File: config.mk
export PLATFORM = sky130hd
export DESIGN_NAME = npc_predict
export DESIGN_NICKNAME = d
export VERILOG_FILES = /design/src/rtl/npc_pkg.sv /design/src/rtl/npc_btb_array.sv /design/src/rtl/npc_predict.sv
export SDC_FILE = /design/constraint.sdc
export NUM_CORES = 2
export LEC_CHECK = 0
export ABC_AREA = 1
export CAP_MARGIN = 10
export CORE_UTILIZATION = 37
export CTS_CLUSTER_DIAMETER = 150
export CTS_CLUSTER_SIZE = 28
export DETAILED_ROUTE_END_ITERATION = 16
export PLACE_DENSITY = 0.5
export SETUP_SLACK_MARGIN = 0.1
export SYNTH_ARGS = -nofsm -noshare
export SYNTH_HDL_FRONTEND = slang
export SYNTH_HIERARCHICAL = 1
export SYNTH_SLANG_ARGS = --single-unit
File: constraint.sdc
create_clock -name clk -period 6.85 [get_ports clk]
set_input_delay 1.0275 -clock clk [delete_from_list [all_inputs] [get_ports clk]]
set_output_delay 1.0275 -clock clk [all_outputs]
set_load 0.03 [all_outputs]
File: src/rtl/npc_pkg.sv
// Shared definitions for the next-PC predictor: reset/exception PCs, 2-bit counter
// encodings, per-entry BTB state and the counter saturation step.
package npc_pkg;

    localparam logic [31:0] NPC_RESET_PC   = 32'h0000_3000;
    localparam logic [31:0] NPC_EXC_VECTOR = 32'h0000_4180;

    localparam logic [1:0] CTR_SNT = 2'b00;
    localparam logic [1:0] CTR_WNT = 2'b01;
    localparam logic [1:0] CTR_WT  = 2'b10;
    localparam logic [1:0] CTR_ST  = 2'b11;

    // Tag and target widths depend on module parameters, so they live beside this struct.
    typedef struct packed {
        logic       vld;
        logic [1:0] ctr;
    } btb_meta_t;

    function automatic logic [1:0] ctr_step(input logic [1:0] ctr, input logic taken);
        logic [1:0] nxt;
        nxt = ctr;
        if (taken && ctr != CTR_ST) begin
            nxt = ctr + 2'd1;
        end else if (!taken && ctr != CTR_SNT) begin
            nxt = ctr - 2'd1;
        end
        return nxt;
    endfunction

endpackage

File: src/rtl/npc_btb_array.sv
// Direct-mapped BTB: combinational lookup, update written on the clock edge (read-before-write).
// Only valid bits are reset; an update presented while reset is high is dropped.
module npc_btb_array
    import npc_pkg::*;
#(
    parameter int unsigned ADDR_W    = 32,
    parameter int unsigned BTB_DEPTH = 16
) (
    input  logic              clk,
    input  logic              reset,
    input  logic [ADDR_W-1:2] lk_pc,
    output logic              lk_pred_taken,
    output logic [ADDR_W-1:0] lk_target,
    input  logic              upd_vld,
    input  logic [ADDR_W-1:2] upd_key,
    input  logic              upd_taken,
    input  logic              upd_uncond,
    input  logic [ADDR_W-1:0] upd_target
);

    localparam int unsigned IDX_W = $clog2(BTB_DEPTH);
    localparam int unsigned TAG_W = ADDR_W - IDX_W - 2;

    btb_meta_t         meta_q   [BTB_DEPTH];
    btb_meta_t         meta_d   [BTB_DEPTH];
    logic [TAG_W-1:0]  tag_q    [BTB_DEPTH];
    logic [TAG_W-1:0]  tag_d    [BTB_DEPTH];
    logic [ADDR_W-1:0] target_q [BTB_DEPTH];
    logic [ADDR_W-1:0] target_d [BTB_DEPTH];

    logic [IDX_W-1:0] lk_idx;
    logic [TAG_W-1:0] lk_tag;
    logic [IDX_W-1:0] upd_idx;
    logic [TAG_W-1:0] upd_tag;
    logic             upd_en;
    logic             upd_hit;

    assign lk_idx  = lk_pc[IDX_W+1:2];
    assign lk_tag  = lk_pc[ADDR_W-1:IDX_W+2];
    assign upd_idx = upd_key[IDX_W+1:2];
    assign upd_tag = upd_key[ADDR_W-1:IDX_W+2];
    assign upd_en  = upd_vld && !reset;
    assign upd_hit = meta_q[upd_idx].vld && (tag_q[upd_idx] == upd_tag);

    assign lk_pred_taken = meta_q[lk_idx].vld && (tag_q[lk_idx] == lk_tag) && meta_q[lk_idx].ctr[1];
    assign lk_target     = target_q[lk_idx];

    always_comb begin
        meta_d   = meta_q;
        tag_d    = tag_q;
        target_d = target_q;
        if (upd_en) begin
            if (upd_hit) begin
                meta_d[upd_idx].ctr = upd_uncond ? CTR_ST : ctr_step(meta_q[upd_idx].ctr, upd_taken);
                if (upd_taken) begin
                    target_d[upd_idx] = upd_target;
                end
            end else if (upd_taken) begin
                meta_d[upd_idx].vld = 1'b1;
                meta_d[upd_idx].ctr = upd_uncond ? CTR_ST : CTR_WT;
                tag_d[upd_idx]      = upd_tag;
                target_d[upd_idx]   = upd_target;
            end
        end
    end

    always_ff @(posedge clk) begin
        tag_q    <= tag_d;
        target_q <= target_d;
        if (reset) begin
            for (int i = 0; i < BTB_DEPTH; i++) begin
                meta_q[i].vld <= 1'b0;
            end
        end else begin
            meta_q <= meta_d;
        end
    end

endmodule

File: src/rtl/npc_predict.sv
// F-stage next-PC unit: fetch PC register, BTB prediction and priority redirects.
// Redirects land in pc_f one cycle later; flush is combinational; redirects override stall.
module npc_predict
    import npc_pkg::*;
#(
    parameter int unsigned       ADDR_W     = 32,
    parameter int unsigned       BTB_DEPTH  = 16,
    parameter logic [ADDR_W-1:0] RESET_PC   = NPC_RESET_PC,
    parameter logic [ADDR_W-1:0] EXC_VECTOR = NPC_EXC_VECTOR
) (
    input  logic              clk,
    input  logic              reset,
    input  logic              stall,
    input  logic              exc_valid,
    input  logic              eret_valid,
    input  logic [ADDR_W-1:0] epc,
    input  logic              res_valid,
    input  logic              res_uncond,
    input  logic [ADDR_W-1:0] res_pc,
    input  logic              res_taken,
    input  logic [ADDR_W-1:0] res_target,
    input  logic              res_pred_taken,
    input  logic [ADDR_W-1:0] res_pred_target,
    output logic [ADDR_W-1:0] pc_f,
    output logic              pred_taken_f,
    output logic [ADDR_W-1:0] pred_target_f,
    output logic              flush,
    output logic [31:0]       mispredict_cnt
);

    logic [ADDR_W-1:0] pc_f_q, pc_f_d;
    logic [31:0]       mp_cnt_q, mp_cnt_d;
    logic [ADDR_W-1:0] btb_target;
    logic [ADDR_W-1:2] res_key;
    logic [ADDR_W-1:0] correct_pc;
    logic              mp;

    // Keyed by the delay-slot PC so a hit redirects the fetch after the delay slot.
    assign res_key = res_pc[ADDR_W-1:2] + 1'b1;

    npc_btb_array #(
        .ADDR_W    (ADDR_W),
        .BTB_DEPTH (BTB_DEPTH)
    ) u_btb (
        .clk           (clk),
        .reset         (reset),
        .lk_pc         (pc_f_q[ADDR_W-1:2]),
        .lk_pred_taken (pred_taken_f),
        .lk_target     (btb_target),
        .upd_vld       (res_valid),
        .upd_key       (res_key),
        .upd_taken     (res_taken),
        .upd_uncond    (res_uncond),
        .upd_target    (res_target)
    );

    // The fetch stream follows the direction prediction; a not-taken hit falls through.
    assign pred_target_f = pred_taken_f ? btb_target : pc_f_q + ADDR_W'(4);

    assign mp = res_valid && ((res_taken != res_pred_taken) ||
                              (res_taken && (res_target != res_pred_target)));
    assign correct_pc = res_taken ? res_target : res_pc + ADDR_W'(8);
    assign flush      = mp && !exc_valid && !eret_valid && !reset;

    always_comb begin
        pc_f_d = pred_target_f;
        if (reset) begin
            pc_f_d = RESET_PC;
        end else if (exc_valid) begin
            pc_f_d = EXC_VECTOR;
        end else if (eret_valid) begin
            pc_f_d = epc;
        end else if (mp) begin
            pc_f_d = correct_pc;
        end else if (stall) begin
            pc_f_d = pc_f_q;
        end
    end

    always_comb begin
        mp_cnt_d = mp_cnt_q;
        if (reset) begin
            mp_cnt_d = '0;
        end else if (flush && mp_cnt_q != 32'hFFFF_FFFF) begin
            mp_cnt_d = mp_cnt_q + 32'd1;
        end
    end

    always_ff @(posedge clk) begin
        pc_f_q   <= pc_f_d;
        mp_cnt_q <= mp_cnt_d;
    end

    assign pc_f           = pc_f_q;
    assign mispredict_cnt = mp_cnt_q;

endmodule

Word level (Yosys, flattened, before mapping). Cells that the tools add are included.

Register bits: 1040. Bits in latches: 0. RAM bits: 0. Memory bits (read-only): 0. Input port bits: 137. Output and inout bits: 98. Word-level logic and storage cells: 155. Memories kept: 0.

Add/sub/neg operators: 6. Multipliers: 0. Divide/modulo/power cells: 0. Magnitude comparators: 3. Equality and inequality tests: 8. Shift operators: 0. Muxes and demuxes: 42. Bitwise operators: 4. Reduce and logical (&&, ||, !) cells: 25.

Operators by type and width (number): $bwmux 512 (1); $bwmux 416 (1); $mux 32 (8); $bmux 26 s4 (2); $bwmux 48 (3); $mux 26 (5); $bmux 32 s4 (1); $demux 32 s4 (1); $demux 26 s4 (1); $mux 48 (2); $eq 26x26->1 (2); $add 32x1->32 const B (1); $add 32x3->32 const B (1); $add 32x4->32 const B (1); $ne 32x32->1 (1); $ne 32x32->1 const B (1); $add 30x1->30 const B (1); $bmux 3 s4 (2); $demux 3 s4 (2); $mux 15 (1); $mux 3 (5); $logic_and 1x1->1 (13); $mux 2 (6); $ge 5x5->1 const B (2); other kinds (16) (24).

Longest topological paths before layout.
Depth after elaboration: 14. Mapped depth: 24. Mapped depth without buffers: 22.

Cells and area by module. Netlist, hierarchy kept.

By module, submodules not included: npc_btb_array (times used 1, cells each 4401, area each 44685.4 um^2, seq. area each 29148.0 um^2); npc_predict (times used 1, cells each 1360, area each 7292.0 um^2, seq. area each 1281.2 um^2).

Worst setup path before layout. No wires, ideal clock.

Path kind: input to register. Start: input port res_pc[3]. End: register u_btb/tag_q[390] in the netlist's numbering (enable). Setup time: 0.409 ns. Arrival time: 5.004 ns. Setup slack: 1.436 ns. Cell stages on the path: 11. Path buffers: 1. Cell sequence: ha_1 xnor2_1 a21oi_1 nor2_1 clkbuf_1 inv_1 nor2_1 inv_1 nor2_1 inv_1 nor2_1.

Longest elaborated chain between the ends: 9.

RTL lines: from (decl) (RTL line npc_predict.sv:19) `input logic [ADDR_W-1:0] res_pc,`; $add 30x1->30 (*) (RTL line npc_predict.sv:39) `assign res_key = res_pc[ADDR_W-1:2] + 1'b1;`; named net res_key, one bit (RTL line npc_predict.sv:34) `logic [ADDR_W-1:2] res_key;`; $not 4->5 (not written as such) (*) (RTL line npc_btb_array.sv:43) `assign upd_hit = meta_q[upd_idx].vld && (tag_q[upd_idx] == upd_tag);`; $bmux 26 s4 (RTL line npc_btb_array.sv:43); $mux 26 (not written as such) (2 in a row) (RTL line npc_btb_array.sv:43); $eq 26x26->1 (RTL line npc_btb_array.sv:43); $logic_and 1x1->1 (*) (RTL line npc_btb_array.sv:43); $not 1->1 (no source line) (*); $reduce_and 3->1 (no source line) (*); to (signal assigned) (RTL line npc_btb_array.sv:68) `tag_q <= tag_d;`; to (decl) (RTL line npc_btb_array.sv:26) `logic [TAG_W-1:0] tag_q [BTB_DEPTH];`.

The timed path passes the listed nets; every way through them passes the cells marked *. The select of a mux whose other input is x is not followed. A chain may end at the register's enable or synchronous reset.

Worst setup path in the final report.
Start: register pc_f_q[2], in the netlist pc_f[2]. End: output port pred_target_f[11].

Longest elaborated chain between the ends: 8.

RTL lines: from (decl) (RTL line npc_predict.sv:31) `logic [ADDR_W-1:0] pc_f_q, pc_f_d;`; from (signal assigned) (RTL line npc_predict.sv:90) `pc_f_q <= pc_f_d;`; $not 4->5 (not written as such) (RTL line npc_btb_array.sv:45, npc_btb_array.sv:46); $bmux 26 s4 (RTL line npc_btb_array.sv:45) `assign lk_pred_taken = meta_q[lk_idx].vld && (tag_q[lk_idx] == lk_tag) && meta_q[lk_idx].ctr[1];`; $mux 26 (not written as such) (2 in a row) (RTL line npc_btb_array.sv:45); $eq 26x26->1 (RTL line npc_btb_array.sv:45); $logic_and 1x1->1 (2 in a row) (RTL line npc_btb_array.sv:45); $mux 32 (*) (RTL line npc_predict.sv:58) `assign pred_target_f = pred_taken_f ? btb_target : pc_f_q + ADDR_W'(4);`; to (decl) (RTL line npc_predict.sv:26) `output logic [ADDR_W-1:0] pred_target_f,`.

Every way passes the cells marked *; elsewhere a longest branch is shown, timed or not. The select of a mux whose other input is x is not followed.

==> run metrics <==
number of synthesized register bits 1,040; worst-case vdd ir drop 186.8 uV; clock tree buffer depth 3; detail-routed net length per standard cell 27.06 um; Tmin final 6.532 ns; top post-synthesis cells by count sky130_fd_sc_hd__nand2_1, sky130_fd_sc_hd__edfxtp_1, sky130_fd_sc_hd__nor2_1; wirelength, routed 210,700 um; length of the first detailed-routing pass in iterations 6; core region area 139,400 sq um; Hold Crit Depth 2; static power due to leakage 21.45 nW; Final TNS setup 0 ns; final core occ 41.76%; Clock Latency Late Sink 0.69 ns; Cell Rows 137; simple-gate share of the synthesized area 22.60%; Peak Freq 0.1531 GHz; root buffer selected by CTS sky130_fd_sc_hd__clkbuf_16; number of design-rule violations left by the first detailed-router iteration 5,319; CTS sink count 1,040; worst setup timing slack at the placement stage 0.6417 ns; Fin. Hold Viols 0; H-tree depth 2; ratio of routed vias to standard cells 5.657; smallest setup slack after layout 0.3184 ns; Final ANT Viol Nets 0; I/O pin cnt 235; clock transition time at the flip-flop clock pins of the worst setup and hold paths 0.11 ns; cell count after synthesis 5,761; share of the synthesized area in the top cell type 55.46%; last weighted congestion value of the routability-driven placer 0.9649; post-synthesis share of cell area spent on full adders, half adders and majority gates 0.1444%; Fin Clk Skew 0.03787 ns; cell type with the highest aggregate area in the netlist sky130_fd_sc_hd__edfxtp_1; ratio of cells with drive above 1 in the final layout 5.590%; type of the most critical hold path reg -> reg; maxcap violations 0; data arrival time at the worst-slack endpoint 5.50 ns; Post-synth top flop sky130_fd_sc_hd__edfxtp_1; grt ovf 0; most repeated cell in the gate-level netlist after synthesis sky130_fd_sc_hd__nand2_1; horizontal extent of the die 376.8 um; fraction of synthesized cell area in xor and xnor cells 1.517%; Cell variety after synth 53; design area 58,190 sq um; synthesized netlist net count 5,904; die extent in y 376.8 um; share of cell area taken by muxes after synthesis 0.01926%; biggest fanout along the worst timing path 142; startpoint types register; endpoint class of the critical path output pin; first-pass GRT wire length 298,100 um; proportion of synthesized chip area in sequential cells 58.54%; # setup viols final 0; DRC 0; cells on worst reg2reg path 21; CTS tree done; die area 142,000 sq um; dpl hpwl 135,000 um; initial antenna violation count 9; data required time of the critical path 5.82 ns; Via Count 44,042; Relative slew margins 23.52%; pin count of the biggest net entering global routing 143; Least-Margin Pin Slew 1.147 ns; Synthesis Warnings 6; share of async-settable or async-resettable flops after synthesis 0%; dominant combinational cell family by area after synthesis simple AND/OR/NAND/NOR gates; Area after DPL 56,870 sq um; effective utilization at floorplan 37.30%; overall routing resource usage 28.96%; Netlist Area Pre-Place 51,980 sq um; Synth-to-Final Area Change 11.96%; top area cells in the synthesized netlist sky130_fd_sc_hd__edfxtp_1, sky130_fd_sc_hd__nand2_1, sky130_fd_sc_hd__nor2_1; outcome complete, no violations; RSZ-0062 raised after global routing false; via count of the first global-routing pass 40,622; number of nets in the finished design 6,012; number of synthesized flops with an enable pin 960; Num CTS Buffers 43; final worst-path cycle share 95.35%; kind of critical path reg -> out; complex-gate fraction of the synthesized area 11.65%; per-instance average area after synthesis 9.022 sq um; power density cells 211.1 nW/um^2; Max Slew Vio Count 0; IO buf count 234
worst max-delay path: stages (launching register included):
cell                              delay (ns)
sky130_fd_sc_hd__dfxtp_4                0.65
sky130_fd_sc_hd__inv_12                 0.23
sky130_fd_sc_hd__buf_4                  0.44
sky130_fd_sc_hd__nor2_1                 0.12
sky130_fd_sc_hd__nor2_1                 0.04
sky130_fd_sc_hd__o21ai_0                0.08
sky130_fd_sc_hd__o211ai_1               0.11
sky130_fd_sc_hd__nand3_1                0.15
sky130_fd_sc_hd__nand2_1                0.26
sky130_fd_sc_hd__xor2_1                 0.23
sky130_fd_sc_hd__nor2_1                 0.17
sky130_fd_sc_hd__nand2_1                0.07
sky130_fd_sc_hd__nor2_1                 0.10
sky130_fd_sc_hd__nand2_1                0.10
sky130_fd_sc_hd__nor2_4                 0.12
sky130_fd_sc_hd__buf_4                  0.46
sky130_fd_sc_hd__nand2_1                0.22
sky130_fd_sc_hd__nand2_1                0.27
sky130_fd_sc_hd__clkdlybuf4s50_1        0.72
cell families (layout without fill, tap and decap cells):
logic type      after synthesis  after routing
compound gates             1027           1027
xor+xnor                     90             90
fa+ha+maj                     6              6
buf+inv                     684            826
flops                      1040           1040
mux                           1              1
other cells                   0              6
simple gates               2913           2913
metal layers:
metal,part of all wire [%],wire length [um],global-route usage [%]
met5,0.033,69,0
met1,42,87950,40.11
met4,4.0,8401,10.53
met3,8.6,18020,4.016
met2,46,96220,46.12
worst paths after layout:
kind / from / endpoint / slack [ns]
hold reg to reg: u_btb/meta_q[2]$_SDFFE_PP0P_ / u_btb/meta_q[2]$_SDFFE_PP0P_ / 0.48
hold / removal: u_btb/meta_q[2]$_SDFFE_PP0P_ / u_btb/meta_q[2]$_SDFFE_PP0P_ / 0.48
setup / recovery: pc_f[2]$_SDFFE_PP0P_ / pred_target_f[11] / 0.32
setup reg to reg: pc_f[3]$_SDFFE_PP0P_ / pc_f[8]$_SDFFE_PP0P_ / 2.12
layout by cell type, fill, tap and decap left out, types with 6 or more instances in the layout:
cell type	count
sky130_fd_sc_hd__a21oi_1	109
sky130_fd_sc_hd__a21oi_2	10
sky130_fd_sc_hd__a22oi_1	14
sky130_fd_sc_hd__buf_12	29
sky130_fd_sc_hd__buf_4	128
sky130_fd_sc_hd__clkbuf_1	30
sky130_fd_sc_hd__clkbuf_16	44
sky130_fd_sc_hd__clkdlybuf4s50_1	226
sky130_fd_sc_hd__clkinv_1	7
sky130_fd_sc_hd__dfxtp_1	76
sky130_fd_sc_hd__diode_2	6
sky130_fd_sc_hd__edfxtp_1	960
sky130_fd_sc_hd__inv_1	327
sky130_fd_sc_hd__inv_2	16
sky130_fd_sc_hd__nand2_1	1710
sky130_fd_sc_hd__nand2_2	13
sky130_fd_sc_hd__nand3_1	252
sky130_fd_sc_hd__nand3b_1	11
sky130_fd_sc_hd__nand4_1	39
sky130_fd_sc_hd__nor2_1	779
sky130_fd_sc_hd__nor2_2	14
sky130_fd_sc_hd__nor2_4	30
sky130_fd_sc_hd__nor3_1	38
sky130_fd_sc_hd__o211ai_1	91
sky130_fd_sc_hd__o21ai_0	552
sky130_fd_sc_hd__o21ai_1	47
sky130_fd_sc_hd__o21bai_1	6
sky130_fd_sc_hd__o221ai_1	132
sky130_fd_sc_hd__o22ai_1	50
sky130_fd_sc_hd__or2_2	6
sky130_fd_sc_hd__xnor2_1	29
sky130_fd_sc_hd__xor2_1	61
state kept, by name, summed over array words and instances (netlist names):
register	flops
u_btb/target_q	512
u_btb/tag_q	416
u_btb/meta_q	48
mispredict_cnt	32
pc_f	32
report_power, final:
group / internal [mW] / total (mW) / switching, mW
sequential: 6.99 / 7.06 / 0.0650
clock: 1.25 / 3.32 / 2.07
combinational: 0.522 / 1.91 / 1.39
total: 8.76 / 12.3 / 3.52
what timing repair did:
item	in CTS	in global routing
endpoints found under the setup margin	2	9
buffers inserted	0	1
gates resized for setup	1	4
hold buffers	0	0
cell type report:
type	instances	area, sq um
fill	13779	81170
sequential	1040	30440
multi-input combinational	4037	18860
timing repair buffer	389	3870
tap	1876	2347
inverter	358	1388
clock buffer	74	1214
clock inverter	5	56.30
antenna	6	15.01
per-stage QoR:
stage                     hold WS [ns]  power [mW]  cells
after global routing            0.5155       12.65   7780
after global placement          0.4634       9.077   7699
after CTS                       0.4829       12.32   7778
after floorplan                 0.4435       8.180   5761
final                           0.4833       12.29   7785
after detailed placement        0.4660       9.071   7699
(Power assumes the default switching activity.)
